## src/rtl/regfile_pkg.sv

```systemverilog
// Shared register-file definitions: default geometry, default reset image and
// the hardwired-zero helper used by both the storage array and the scoreboard.
package regfile_pkg;

    localparam int DEF_WIDTH = 24;
    localparam int DEF_DEPTH = 4;
    localparam int DEF_AW    = $clog2(DEF_DEPTH);
    localparam int MAX_NRD   = 8;

    typedef logic [DEF_AW-1:0]    reg_addr_t;
    typedef logic [DEF_WIDTH-1:0] reg_data_t;

    // Register i lives at bits [WIDTH*i +: WIDTH]; reg 1 and reg 2 carry the legacy trim values.
    localparam logic [DEF_DEPTH*DEF_WIDTH-1:0] DEF_RESET_VAL =
        {24'h000000, 24'h126728, 24'h884121, 24'h000000};

    // True when the address selects the hardwired zero register.
    function automatic logic is_zero_reg(input int zero_en, input int addr);
        return (zero_en != 0) && (addr == 0);
    endfunction

endpackage

```

## src/rtl/regfile_scoreboard.sv

```systemverilog
// Per-register busy scoreboard: a register is marked busy when an instruction
// targeting it issues and released when its write-back lands. A reserve in the
// same cycle as a write-back to the same register wins, because it names a new
// producer that is still in flight.
module regfile_scoreboard
    import regfile_pkg::*;
#(
    parameter int DEPTH    = DEF_DEPTH,
    parameter int NRD      = 2,
    parameter int ZERO_REG = 0,
    localparam int AW      = $clog2(DEPTH)
) (
    input  logic              clk,
    input  logic              reset,
    input  logic              we,
    input  logic [AW-1:0]     waddr,
    input  logic              rsv_en,
    input  logic [AW-1:0]     rsv_addr,
    input  logic [NRD*AW-1:0] raddr,
    output logic [NRD-1:0]    port_busy,
    output logic              any_busy
);

    logic [DEPTH-1:0] busy_q;
    logic [DEPTH-1:0] busy_next;

    // Release on write-back first, then apply the reserve so it takes priority.
    always_comb begin
        busy_next = busy_q;
        if (we) begin
            busy_next[waddr] = 1'b0;
        end
        if (rsv_en && !is_zero_reg(ZERO_REG, int'(rsv_addr))) begin
            busy_next[rsv_addr] = 1'b1;
        end
    end

    // Busy vector register.
    always_ff @(posedge clk or negedge reset) begin
        if (!reset) begin
            busy_q <= '0;
        end else begin
            busy_q <= busy_next;
        end
    end

    for (genvar p = 0; p < NRD; p++) begin : g_lookup
        assign port_busy[p] = busy_q[raddr[AW*p +: AW]];
    end

    assign any_busy = |busy_q;

endmodule

```

## src/rtl/regfile_mp.sv

```systemverilog
// Multi-read-port register file with optional write-to-read bypass, optional
// hardwired zero register, optional registered read stage and a busy
// scoreboard for datapath stall detection.
module regfile_mp
    import regfile_pkg::*;
#(
    parameter int WIDTH    = DEF_WIDTH,
    parameter int DEPTH    = DEF_DEPTH,
    parameter int NRD      = 2,
    parameter int RD_REG   = 0,
    parameter int BYPASS   = 1,
    parameter int ZERO_REG = 0,
    parameter logic [DEPTH*WIDTH-1:0] RESET_VAL = DEF_RESET_VAL,
    localparam int AW      = $clog2(DEPTH)
) (
    input  logic                 clk,
    input  logic                 reset,
    input  logic [NRD*AW-1:0]    raddr,
    output logic [NRD*WIDTH-1:0] rdata,
    output logic [NRD-1:0]       rbusy,
    input  logic                 we,
    input  logic [AW-1:0]        waddr,
    input  logic [WIDTH-1:0]     wdata,
    input  logic                 rsv_en,
    input  logic [AW-1:0]        rsv_addr,
    output logic                 any_busy
);

    logic [WIDTH-1:0]     mem [DEPTH];
    logic [NRD-1:0]       sb_busy;
    logic [NRD*WIDTH-1:0] rd_c;
    logic [NRD-1:0]       rb_c;

    // Storage array: reset image load, then single write port.
    always_ff @(posedge clk or negedge reset) begin
        if (!reset) begin
            for (int i = 0; i < DEPTH; i++) begin
                mem[i] <= is_zero_reg(ZERO_REG, i) ? '0 : RESET_VAL[WIDTH*i +: WIDTH];
            end
        end else if (we && !is_zero_reg(ZERO_REG, int'(waddr))) begin
            mem[waddr] <= wdata;
        end
    end

    regfile_scoreboard #(
        .DEPTH    (DEPTH),
        .NRD      (NRD),
        .ZERO_REG (ZERO_REG)
    ) u_scoreboard (
        .clk       (clk),
        .reset     (reset),
        .we        (we),
        .waddr     (waddr),
        .rsv_en    (rsv_en),
        .rsv_addr  (rsv_addr),
        .raddr     (raddr),
        .port_busy (sb_busy),
        .any_busy  (any_busy)
    );

    for (genvar p = 0; p < NRD; p++) begin : g_port
        logic [AW-1:0]    ra;
        logic             hit;
        logic [WIDTH-1:0] d;
        logic             b;

        assign ra  = raddr[AW*p +: AW];
        assign hit = (BYPASS != 0) && we && (waddr == ra);

        // Read mux: zero register first, then bypass, then stored state.
        // A forwarded write has retired its producer unless a new one reserves in the same cycle.
        always_comb begin
            d = mem[ra];
            b = sb_busy[p];
            if (is_zero_reg(ZERO_REG, int'(ra))) begin
                d = '0;
                b = 1'b0;
            end else if (hit) begin
                d = wdata;
                b = rsv_en && (rsv_addr == ra);
            end
        end

        assign rd_c[WIDTH*p +: WIDTH] = d;
        assign rb_c[p]                = b;
    end

    if (RD_REG != 0) begin : g_rd_reg
        logic [NRD*WIDTH-1:0] rdata_q;
        logic [NRD-1:0]       rbusy_q;

        // Registered read stage: captures cycle-N read (bypass included) for use in cycle N+1.
        always_ff @(posedge clk or negedge reset) begin
            if (!reset) begin
                rdata_q <= '0;
                rbusy_q <= '0;
            end else begin
                rdata_q <= rd_c;
                rbusy_q <= rb_c;
            end
        end

        assign rdata = rdata_q;
        assign rbusy = rbusy_q;
    end else begin : g_rd_comb
        assign rdata = rd_c;
        assign rbusy = rb_c;
    end

    a_ctrl_known: assert property (@(posedge clk) disable iff (!reset) !$isunknown({we, rsv_en}));

endmodule
```

## config.mk

```make
export PLATFORM = sky130hd
export DESIGN_NAME = regfile_mp
export DESIGN_NICKNAME = d
export VERILOG_FILES = /design/src/rtl/regfile_pkg.sv /design/src/rtl/regfile_scoreboard.sv /design/src/rtl/regfile_mp.sv
export SDC_FILE = /design/constraint.sdc
export NUM_CORES = 1
export LEC_CHECK = 0
export ABC_AREA = 1
export BUFFER_PORTS_ARGS = -buffer_cell sky130_fd_sc_hd__buf_4
export CORE_MARGIN = 4
export CORE_UTILIZATION = 60
export CTS_CLUSTER_DIAMETER = 60
export DETAILED_ROUTE_END_ITERATION = 10
export GPL_ROUTABILITY_DRIVEN = 0
export HOLD_SLACK_MARGIN = 0.1
export PLACE_DENSITY = 0.83
export SLEW_MARGIN = 0
export SYNTH_ARGS = -nofsm -noshare
export SYNTH_HDL_FRONTEND = slang
export SYNTH_HIERARCHICAL = 1
export SYNTH_SLANG_ARGS = --single-unit
```

## constraint.sdc

```tcl
create_clock -name clk -period 4.2 [get_ports clk]
set_clock_uncertainty 0.1 [all_clocks]
set_input_delay 1.05 -clock clk [delete_from_list [all_inputs] [get_ports clk]]
set_output_delay 1.05 -clock clk [all_outputs]
set_load 0.02 [all_outputs]
```

# Yosys cells after proc, flatten, opt, wreduce, memory -nomap -nowiden
# Cells that the tools add are included.
[classes]
magnitude_cmp = 10
n_eq_ne = 4
n_mux = 23
bitwise_logic = 6
reduce_logical = 8
[ops]
columns = ["operator", "n"]
rows = [
  ["$mux 24", 7],
  ["$bmux 24 s2", 2],
  ["$bwmux 96", 1],
  ["$demux 24 s2", 1],
  ["$lt 2x3->1 const B", 4],
  ["$ge 3x3->1 const B", 3],
  ["$not 2->3", 3],
  ["$eq 2x2->1", 4],
  ["$mux 4", 2],
  ["$logic_and 1x1->1", 7],
  ["$mux 1", 6],
  ["$and 4x4->4", 1],
  ["$bmux 1 s2", 2],
  ["$demux 1 s2", 2],
  ["$ge 2x1->1 const B", 2],
  ["$not 4->4", 1],
  ["$or 4x4->4", 1],
  ["$reduce_or 4->1", 1],
  ["$lt 3x1->1 const B", 1],
]
[word_totals]
register_bits = 100
input_bits = 36
output_inout_bits = 51
elab_cells = 56

# Logic depth before layout (Yosys ltp)
# Gate-level depths: netlist of run 1.
[depth]
depth_word = 9
mapped_depth = 9
mapped_depth_nobuf = 7

# Hierarchy
# The synthesis of run 1 kept the hierarchy.
[modules_own_cells]
columns = ["mod", "n_inst", "cells_each", "area_per_inst_um2", "seq_area_each_um2"]
rows = [
  ["regfile_mp", 1, 1002, 6187.2, 2421.1],
  ["regfile_scoreboard", 1, 46, 275.3, 100.1],
]

# Least setup slack after synthesis of run 1
# No wires, ideal clock.
[synth_path]
kind = "input -> output"
startpoint = "input raddr[3]"
endpoint = "output rdata[27]"
arrival_time_ns = 1.938
required_ns = 3.050
slack_ns = 1.112
stages = 9
path_buffers = 2
path_cell_list = "buf_4 inv_2 nand2_1 nand2_2 inv_1 nand2_2 buf_4 nand2_1 nand2_1"
[synth_via]
elab_chain_cells = 5
word_cells_on_any_way = 7
classes_between = "1 x eq/ne; 4 x mux; 1 x bitwise; 1 x reduce/logical"
[synth_lines]
columns = ["element", "line_no", "text"]
rows = [
  ["start, declared", "regfile_mp.sv:18", "input logic [NRD*AW-1:0] raddr,"],
  ["$not 2->3 (not written as such)", "regfile_mp.sv:73", "d = mem[ra];"],
  ["$bmux 24 s2", "regfile_mp.sv:73", ""],
  ["$mux 24 (not written as such) (2 in series)", "regfile_mp.sv:73", ""],
  ["$mux 24 (*)", "regfile_mp.sv:78", "end else if (hit) begin"],
  ["end, declared", "regfile_mp.sv:19", "output logic [NRD*WIDTH-1:0] rdata,"],
]
# Every way passes the cells marked *; elsewhere a longest branch is shown, timed or not. The select of a mux whose other input is x is not followed.

# Worst setup path after layout of run 1
[layout_path]
startpoint = "input raddr[0]"
endpoint = "output rdata[19]"
# The elaborated chain is that of the path after synthesis.

==> results of run 1 <==
logic make-up (layout without fill, tap and decap cells):
group                  count (synthesis)  in the layout  synth area share
AO/OA/AOI/OAI                        102            102            0.0794
AND/OR/NAND/NOR                      641            641             0.399
flip-flops                           100            100             0.390
buffers and inverters                205            265             0.132
Yosys cell counts (all sizes together):
master	count	area, sq um
nand2	520	1960
nand3	115	581
a21boi	1	7.51
nand4	1	6.26
dfstp	15	394
dfrtp	85	2130
o21ai	101	505
inv	143	537
buf	37	220
clkbuf	25	93.8
nor2	5	33.8
worst max-delay path: stages:
cell and delay (ns):
sky130_fd_sc_hd__buf_4 0.19, sky130_fd_sc_hd__inv_2 0.26, sky130_fd_sc_hd__buf_4 0.44, sky130_fd_sc_hd__nand2_1 0.12, sky130_fd_sc_hd__nand3_1 0.08, sky130_fd_sc_hd__nand2_1 0.09
sky130_fd_sc_hd__nand2_1 0.08, sky130_fd_sc_hd__nand2_1 0.05, sky130_fd_sc_hd__buf_4 0.15
routing by layer:
| layer | vias up | GRT usage | share of wire |
|---|---|---|---|
| met2 | 287 | 0.482 | 0.46 |
| li1 | 3288 | - | - |
| met4 | 0 | 0.0949 | 0.023 |
| met5 | - | 0 | 0 |
| met3 | 40 | 0.0489 | 0.090 |
| met1 | 2929 | 0.385 | 0.43 |
power groups by stage:
stage / logic (uW) / clock network, uW / registers, uW
CTS: 916 / 630 / 1210
global route: 1040 / 667 / 1230
global placement: 893 / 0 / 1220
floorplan: 621 / 0 / 1210
detailed placement: 913 / 0 / 1230
finish: 916 / 618 / 1210
state kept, by name, summed over array words and instances, names as in the netlist:
| signal | flops |
|---|---|
| mem | 96 |
| u_scoreboard/busy_q | 4 |
worst min-delay path by stage:
stage	to	cells past startpoint	slack (ns)	start
after floorplan	u_scoreboard/busy_q[0]	2	0.34	u_scoreboard/busy_q[0]
after CTS	u_scoreboard/busy_q[0]	2	0.38	u_scoreboard/busy_q[0]
after detailed placement	u_scoreboard/busy_q[0]	2	0.36	u_scoreboard/busy_q[0]
after global routing	mem[32]	2	0.41	mem[32]
after global placement	u_scoreboard/busy_q[1]	2	0.36	u_scoreboard/busy_q[1]
final	u_scoreboard/busy_q[0]	2	0.38	u_scoreboard/busy_q[0]
stage by stage:
| stage | setup slack (ns) | instances | hold WS, ns | total power [uW] |
|---|---|---|---|---|
| 6_report | 0.528 | 1244 | 0.380 | 2740 |
| 5_1_grt | 0.406 | 1244 | 0.412 | 2940 |
| 4_1_cts | 0.558 | 1244 | 0.382 | 2760 |
| 3_5_place_dp | 0.566 | 1229 | 0.364 | 2140 |
| 3_3_place_gp | 0.586 | 1229 | 0.357 | 2120 |
| 2_1_floorplan | 1.11 | 1048 | 0.342 | 1830 |
placed cells by master (no fill, tap or decap):
cell type                      n
sky130_fd_sc_hd__a21boi_1      1
sky130_fd_sc_hd__buf_12        2
sky130_fd_sc_hd__buf_4       105
sky130_fd_sc_hd__bufinv_16     1
sky130_fd_sc_hd__clkbuf_1      1
sky130_fd_sc_hd__clkbuf_8      9
sky130_fd_sc_hd__clkinv_4      1
sky130_fd_sc_hd__clkinvlp_4    2
sky130_fd_sc_hd__dfrtp_1      85
sky130_fd_sc_hd__dfstp_2      15
sky130_fd_sc_hd__inv_1       137
sky130_fd_sc_hd__inv_2         6
sky130_fd_sc_hd__inv_6         1
sky130_fd_sc_hd__nand2_1     518
sky130_fd_sc_hd__nand2_2       2
sky130_fd_sc_hd__nand3_1     114
sky130_fd_sc_hd__nand3_2       1
sky130_fd_sc_hd__nand4_1       1
sky130_fd_sc_hd__nor2_1        3
sky130_fd_sc_hd__nor2_4        2
sky130_fd_sc_hd__o21ai_0      94
sky130_fd_sc_hd__o21ai_1       7
final cells by class:
cell class | instances | area share
clock inverters | 5 | 0.00853
multi-input cells | 743 | 0.421
inverters | 143 | 0.0732
repair buffers | 107 | 0.113
well taps | 136 | 0.0232
flip-flops and latches | 100 | 0.344
clock buffers | 10 | 0.0174
==> flow_metrics.py, run 1 <==
metrics = {
    "sta": {
        "finalSetupTns_ns": 0,
        "report.final.slew_viol_count": 0,
        "maxSlewHeadroom": 0.398,
        "period_utilization": 0.874,
        "final-hold-violation-count": 0,
        "rsz0062_at_grt": "false",
        "timing.final.setup_violations": 0,
        "period_needed_ns": 3.67,
        "maximum_clock_frequency_mhz": 272,
        "worst-slew-pin-transition_ns": 0.900,
    },
    "synthesis": {
        "synth-warning-count": 6,
        "syn_area_per_cell_sq_um": 6.17,
        "synth_area_sq_um": 6460,
        "proportion_of_synthesized_chip_area_in_sequential_cells": 0.390,
        "syn_inst": 1048,
        "ys_seq_elements": 100,
        "number_of_nets_in_the_synthesized_netlist": 1084,
        "yosys.cell_types.count": 17,
    },
    "finish": {
        "n_antenna_cell": 0,
        "fill_cell_count": 954,
        "utilization": 0.704,
        "layout-drive-gt1-share": 0.133,
        "non_filler_cell_area_final_sq_um": 7340,
        "area_of_the_multi_input_gates_sq_um": 3090,
        "final_nets": 1140,
        "area_delta_synth_final_pct": 13.5,
        "seq_area_sq_um": 2520,
    },
    "power_and_ir_drop": {
        "clock_power_share": 0.225,
        "power.sequential.fraction": 0.441,
        "p_sw_frac": 0.364,
        "vdd_drop_max_mv": 0.223,
        "power.density_cell_area_nw_per_um2": 374,
        "leakage_uw": 0.00431,
        "power.share.combinational": 0.334,
        "switching_power_total_uw": 999,
        "internal_power_uw": 1750,
    },
    "critical_path": {
        "ff2ff_path_depth": 2,
        "endpoint": "rdata[19]",
        "crit_arrival_ns": 2.52,
        "crit_fanout": 36,
        "critPathLaunch": "raddr[0]",
        "rr_endpoint": "mem[27]",
        "data_required_time_of_the_critical_path_ns": 3.05,
        "timing.setup.critical_path_class": "in2out",
        "endpoint_kind": "output pin",
        "r2r-start": "mem[27]",
        "setup.reg_to_reg.worst_slack_ns": 3.32,
        "critPathLaunchType": "input port",
    },
    "clocking": {
        "clk_pin_slew_worst_setup_hold_paths_ns": 0.08,
        "clk_root_buffer_cell": "sky130_fd_sc_hd__clkbuf_8",
        "cts.hold.buffers_added": 0,
        "clkLatencyLatePin_ns": 0.37,
        "clockBufferDepth": 2,
        "cts-htree-levels": 3,
        "cts.repair_timing.setup_buffer_count": 0,
        "numCtsBuffers": 9,
        "cts_tree": "yes",
        "clock-sinks": 100,
        "post_cts_resized": 0,
    },
    "floorplanning": {
        "die_area_sq_um": 12500,
        "chipHeight_microns": 112,
        "io_pins": 87,
        "core.rowCount": 37,
        "core_area_sq_um": 10400,
        "floorplan_die_width_microns": 112,
        "starting_density_of_the_core": 0.620,
    },
    "global_routing": {
        "grt_first_pass_wirelength_microns": 29900,
        "grt_pass1_vias": 6344,
        "overall_track_demand_over_capacity_in_global_routing": 0.289,
        "grt_remaining_overflow": 0,
        "largest_net_degree_at_the_start_of_global_routing": 51,
        "antenna_violations_before_repair": 0,
    },
    "routing": {
        "drtAntennaViolNets": 0,
        "average_wire_per_cell_in_the_routed_design_microns": 14.2,
        "via_per_inst": 5.26,
        "via_count": 6544,
        "detail_route.first_pass.iterations": 7,
        "drt_drc_violations_left": 0,
        "route.final.wire_length_microns": 17700,
        "detail_route.iter0.violations": 641,
    },
    "hold_path": {
        "min_path_type": "reg2reg",
    },
    "placement": {
        "port_buffers": 86,
        "dp_hpwl_microns": 11500,
        "dpl-instance-area_sq_um": 7150,
    },
    "status": {
        "status": "completed",
    },
    "job": {
        "cap_viol_max_count": 0,
    },
}
No activity file was read; power rests on OpenSTA's default activity.
==> run 2: changes to the inputs <==
--- a/config.mk
+++ b/config.mk
@@ -9,6 +9,7 @@
 export BUFFER_PORTS_ARGS = -buffer_cell sky130_fd_sc_hd__buf_4
 export CORE_MARGIN = 4
 export CORE_UTILIZATION = 60
+export CTS_BUF_LIST = sky130_fd_sc_hd__clkbuf_4
 export CTS_CLUSTER_DIAMETER = 60
 export DETAILED_ROUTE_END_ITERATION = 10
 export GPL_ROUTABILITY_DRIVEN = 0
==> flow_metrics.py, run 2 (synthesis gave the netlist of run 1 again) <==
metrics = {
    "clocking": {
        "cts.hold.buffers_added": 0,
        "clock-sinks": 100,
        "cts.repair_timing.setup_buffer_count": 0,
        "cts-htree-levels": 3,
        "post_cts_resized": 0,
        "cts_tree": "yes",
        "clk_root_buffer_cell": "sky130_fd_sc_hd__clkbuf_4",
        "clockBufferDepth": 2,
        "numCtsBuffers": 9,
        "clkLatencyLatePin_ns": 0.47,
        "clk_pin_slew_worst_setup_hold_paths_ns": 0.14,
    },
    "global_routing": {
        "grt_pass1_vias": 6286,
        "grt_first_pass_wirelength_microns": 29800,
        "overall_track_demand_over_capacity_in_global_routing": 0.289,
        "grt_remaining_overflow": 0,
        "antenna_violations_before_repair": 0,
        "largest_net_degree_at_the_start_of_global_routing": 51,
    },
    "placement": {
        "dp_hpwl_microns": 11500,
        "port_buffers": 86,
    },
    "finish": {
        "layout-drive-gt1-share": 0.134,
        "area_of_the_multi_input_gates_sq_um": 3090,
        "area_delta_synth_final_pct": 12.7,
        "layout_common_cells": "sky130_fd_sc_hd__nand2_1 (518), sky130_fd_sc_hd__inv_1 (137), sky130_fd_sc_hd__nand3_1 (114)",
        "n_antenna_cell": 0,
        "biggestRegsByFlops": "mem: 96 flops, u_scoreboard/busy_q: 4 flops",
        "utilization": 0.699,
        "fill_cell_count": 962,
        "seq_area_sq_um": 2520,
        "final_nets": 1140,
        "most_common_library_cell_in_the_layout_ignoring_fill_and_taps": "sky130_fd_sc_hd__nand2_1",
        "regMostFlops": "mem",
        "largest_reg_flops": 96,
    },
    "routing": {
        "drt_drc_violations_left": 0,
        "average_wire_per_cell_in_the_routed_design_microns": 14.2,
        "via_per_inst": 5.31,
        "route.final.wire_length_microns": 17700,
        "detail_route.iter0.violations": 628,
        "drtAntennaViolNets": 0,
        "detail_route.first_pass.iterations": 6,
        "via_count": 6600,
    },
    "floorplanning": {
        "floorplan_die_width_microns": 112,
        "core_area_sq_um": 10400,
        "die_area_sq_um": 12500,
        "core.rowCount": 37,
        "starting_density_of_the_core": 0.620,
        "io_pins": 87,
        "chipHeight_microns": 112,
    },
    "sta": {
        "period_utilization": 0.871,
        "timing.final.setup_violations": 0,
        "maximum_clock_frequency_mhz": 273,
        "fin_worst_hold_slack_ns": 0.392,
        "worst-slew-pin-transition_ns": 0.917,
        "maxSlewHeadroom": 0.387,
        "final-hold-violation-count": 0,
        "rsz0062_at_grt": "false",
        "period_needed_ns": 3.66,
        "finalSetupTns_ns": 0,
        "report.final.slew_viol_count": 0,
    },
    "critical_path": {
        "crit_path_max_delay_cell_type": "sky130_fd_sc_hd__buf_4",
        "cp_common_cell": "sky130_fd_sc_hd__nand2_1",
        "crit_fanout": 36,
        "crit_arrival_ns": 2.51,
        "critPathBufInv": 4,
        "cp_slowest_stage_delay_ns": 0.44,
        "data_required_time_of_the_critical_path_ns": 3.05,
        "cell_chain_of_the_critical_path": "buf_4 -> inv_2 -> buf_4 -> nand2_1 -> nand3_1 -> nand2_1 -> nand2_1 -> nand2_1 -> buf_4",
        "critPathLaunchType": "input port",
        "top_family_by_delay_on_critical_path": "buffers and inverters",
        "timing.setup.critical_path_class": "in2out",
        "endpoint_kind": "output pin",
    },
    "status": {
        "status": "completed",
    },
    "power_and_ir_drop": {
        "vdd_drop_max_mv": 0.283,
        "power.density_cell_area_nw_per_um2": 364,
        "design_power_total_uw": 2650,
        "leakage_uw": 0.00429,
    },
    "job": {
        "cap_viol_max_count": 0,
    },
    "hold_path": {
        "min_path_type": "reg2reg",
    },
}
-- run 2: cell counts in the layout (fill, tap and decap cells not counted) --
No cell type changed its count.
-- run 2: path summary, 6_finish.rpt --
check                                       start  slack (ns)  depth (start not counted)                     end
min                        u_scoreboard/busy_q[0]        0.39                          2  u_scoreboard/busy_q[0]
min in group asynchronous                   reset        0.45                          1                 mem[54]
max                                      raddr[0]        0.54                          9               rdata[19]
max in group asynchronous                   reset        2.67                          2                 mem[71]
min reg2reg                u_scoreboard/busy_q[0]        0.39                          2  u_scoreboard/busy_q[0]
max reg2reg                               mem[27]        3.31                          2                 mem[27]
-- run 2: per-stage QoR --
| step | cells | instance area [sq um] | setup WS, ns |
|---|---|---|---|
| 3_5_place_dp | 1229 | 7150 | 0.566 |
| 4_1_cts | 1244 | 7280 | 0.560 |
| 6_report | 1244 | 7280 | 0.543 |
| 5_1_grt | 1244 | 7280 | 0.407 |
| 3_3_place_gp | 1229 | 7150 | 0.586 |
| 2_1_floorplan | 1048 | 6460 | 1.11 |
-- run 2: per-layer routing --
| metal | track usage | share of wire | up-vias |
|---|---|---|---|
| met3 | 0.0576 | 0.088 | 40 |
| met2 | 0.477 | 0.46 | 302 |
| met1 | 0.383 | 0.43 | 2972 |
| met5 | 0 | 0 | - |
| li1 | - | - | 3286 |
| met4 | 0.0933 | 0.020 | 0 |
-- run 2: layout make-up --
class,instances,area share
clock buffer,10,0.0103
inverter,143,0.0737
sequential,100,0.346
clock inverter,5,0.00859
tap,136,0.0234
timing repair buffer,107,0.114
multi-input combinational,743,0.424
-- run 2: worst register-to-register path, stage by stage, from the launching register on --
cell and delay [ns]:
sky130_fd_sc_hd__dfstp_2 0.55, sky130_fd_sc_hd__nand2_1 0.05, sky130_fd_sc_hd__o21ai_0 0.11
-- run 2: power breakdown --
group          internal (uW)  switching, uW  leakage, uW
logic                    339            577      0.00301
clock network            188            334    0.0000691
registers               1130           79.1      0.00121
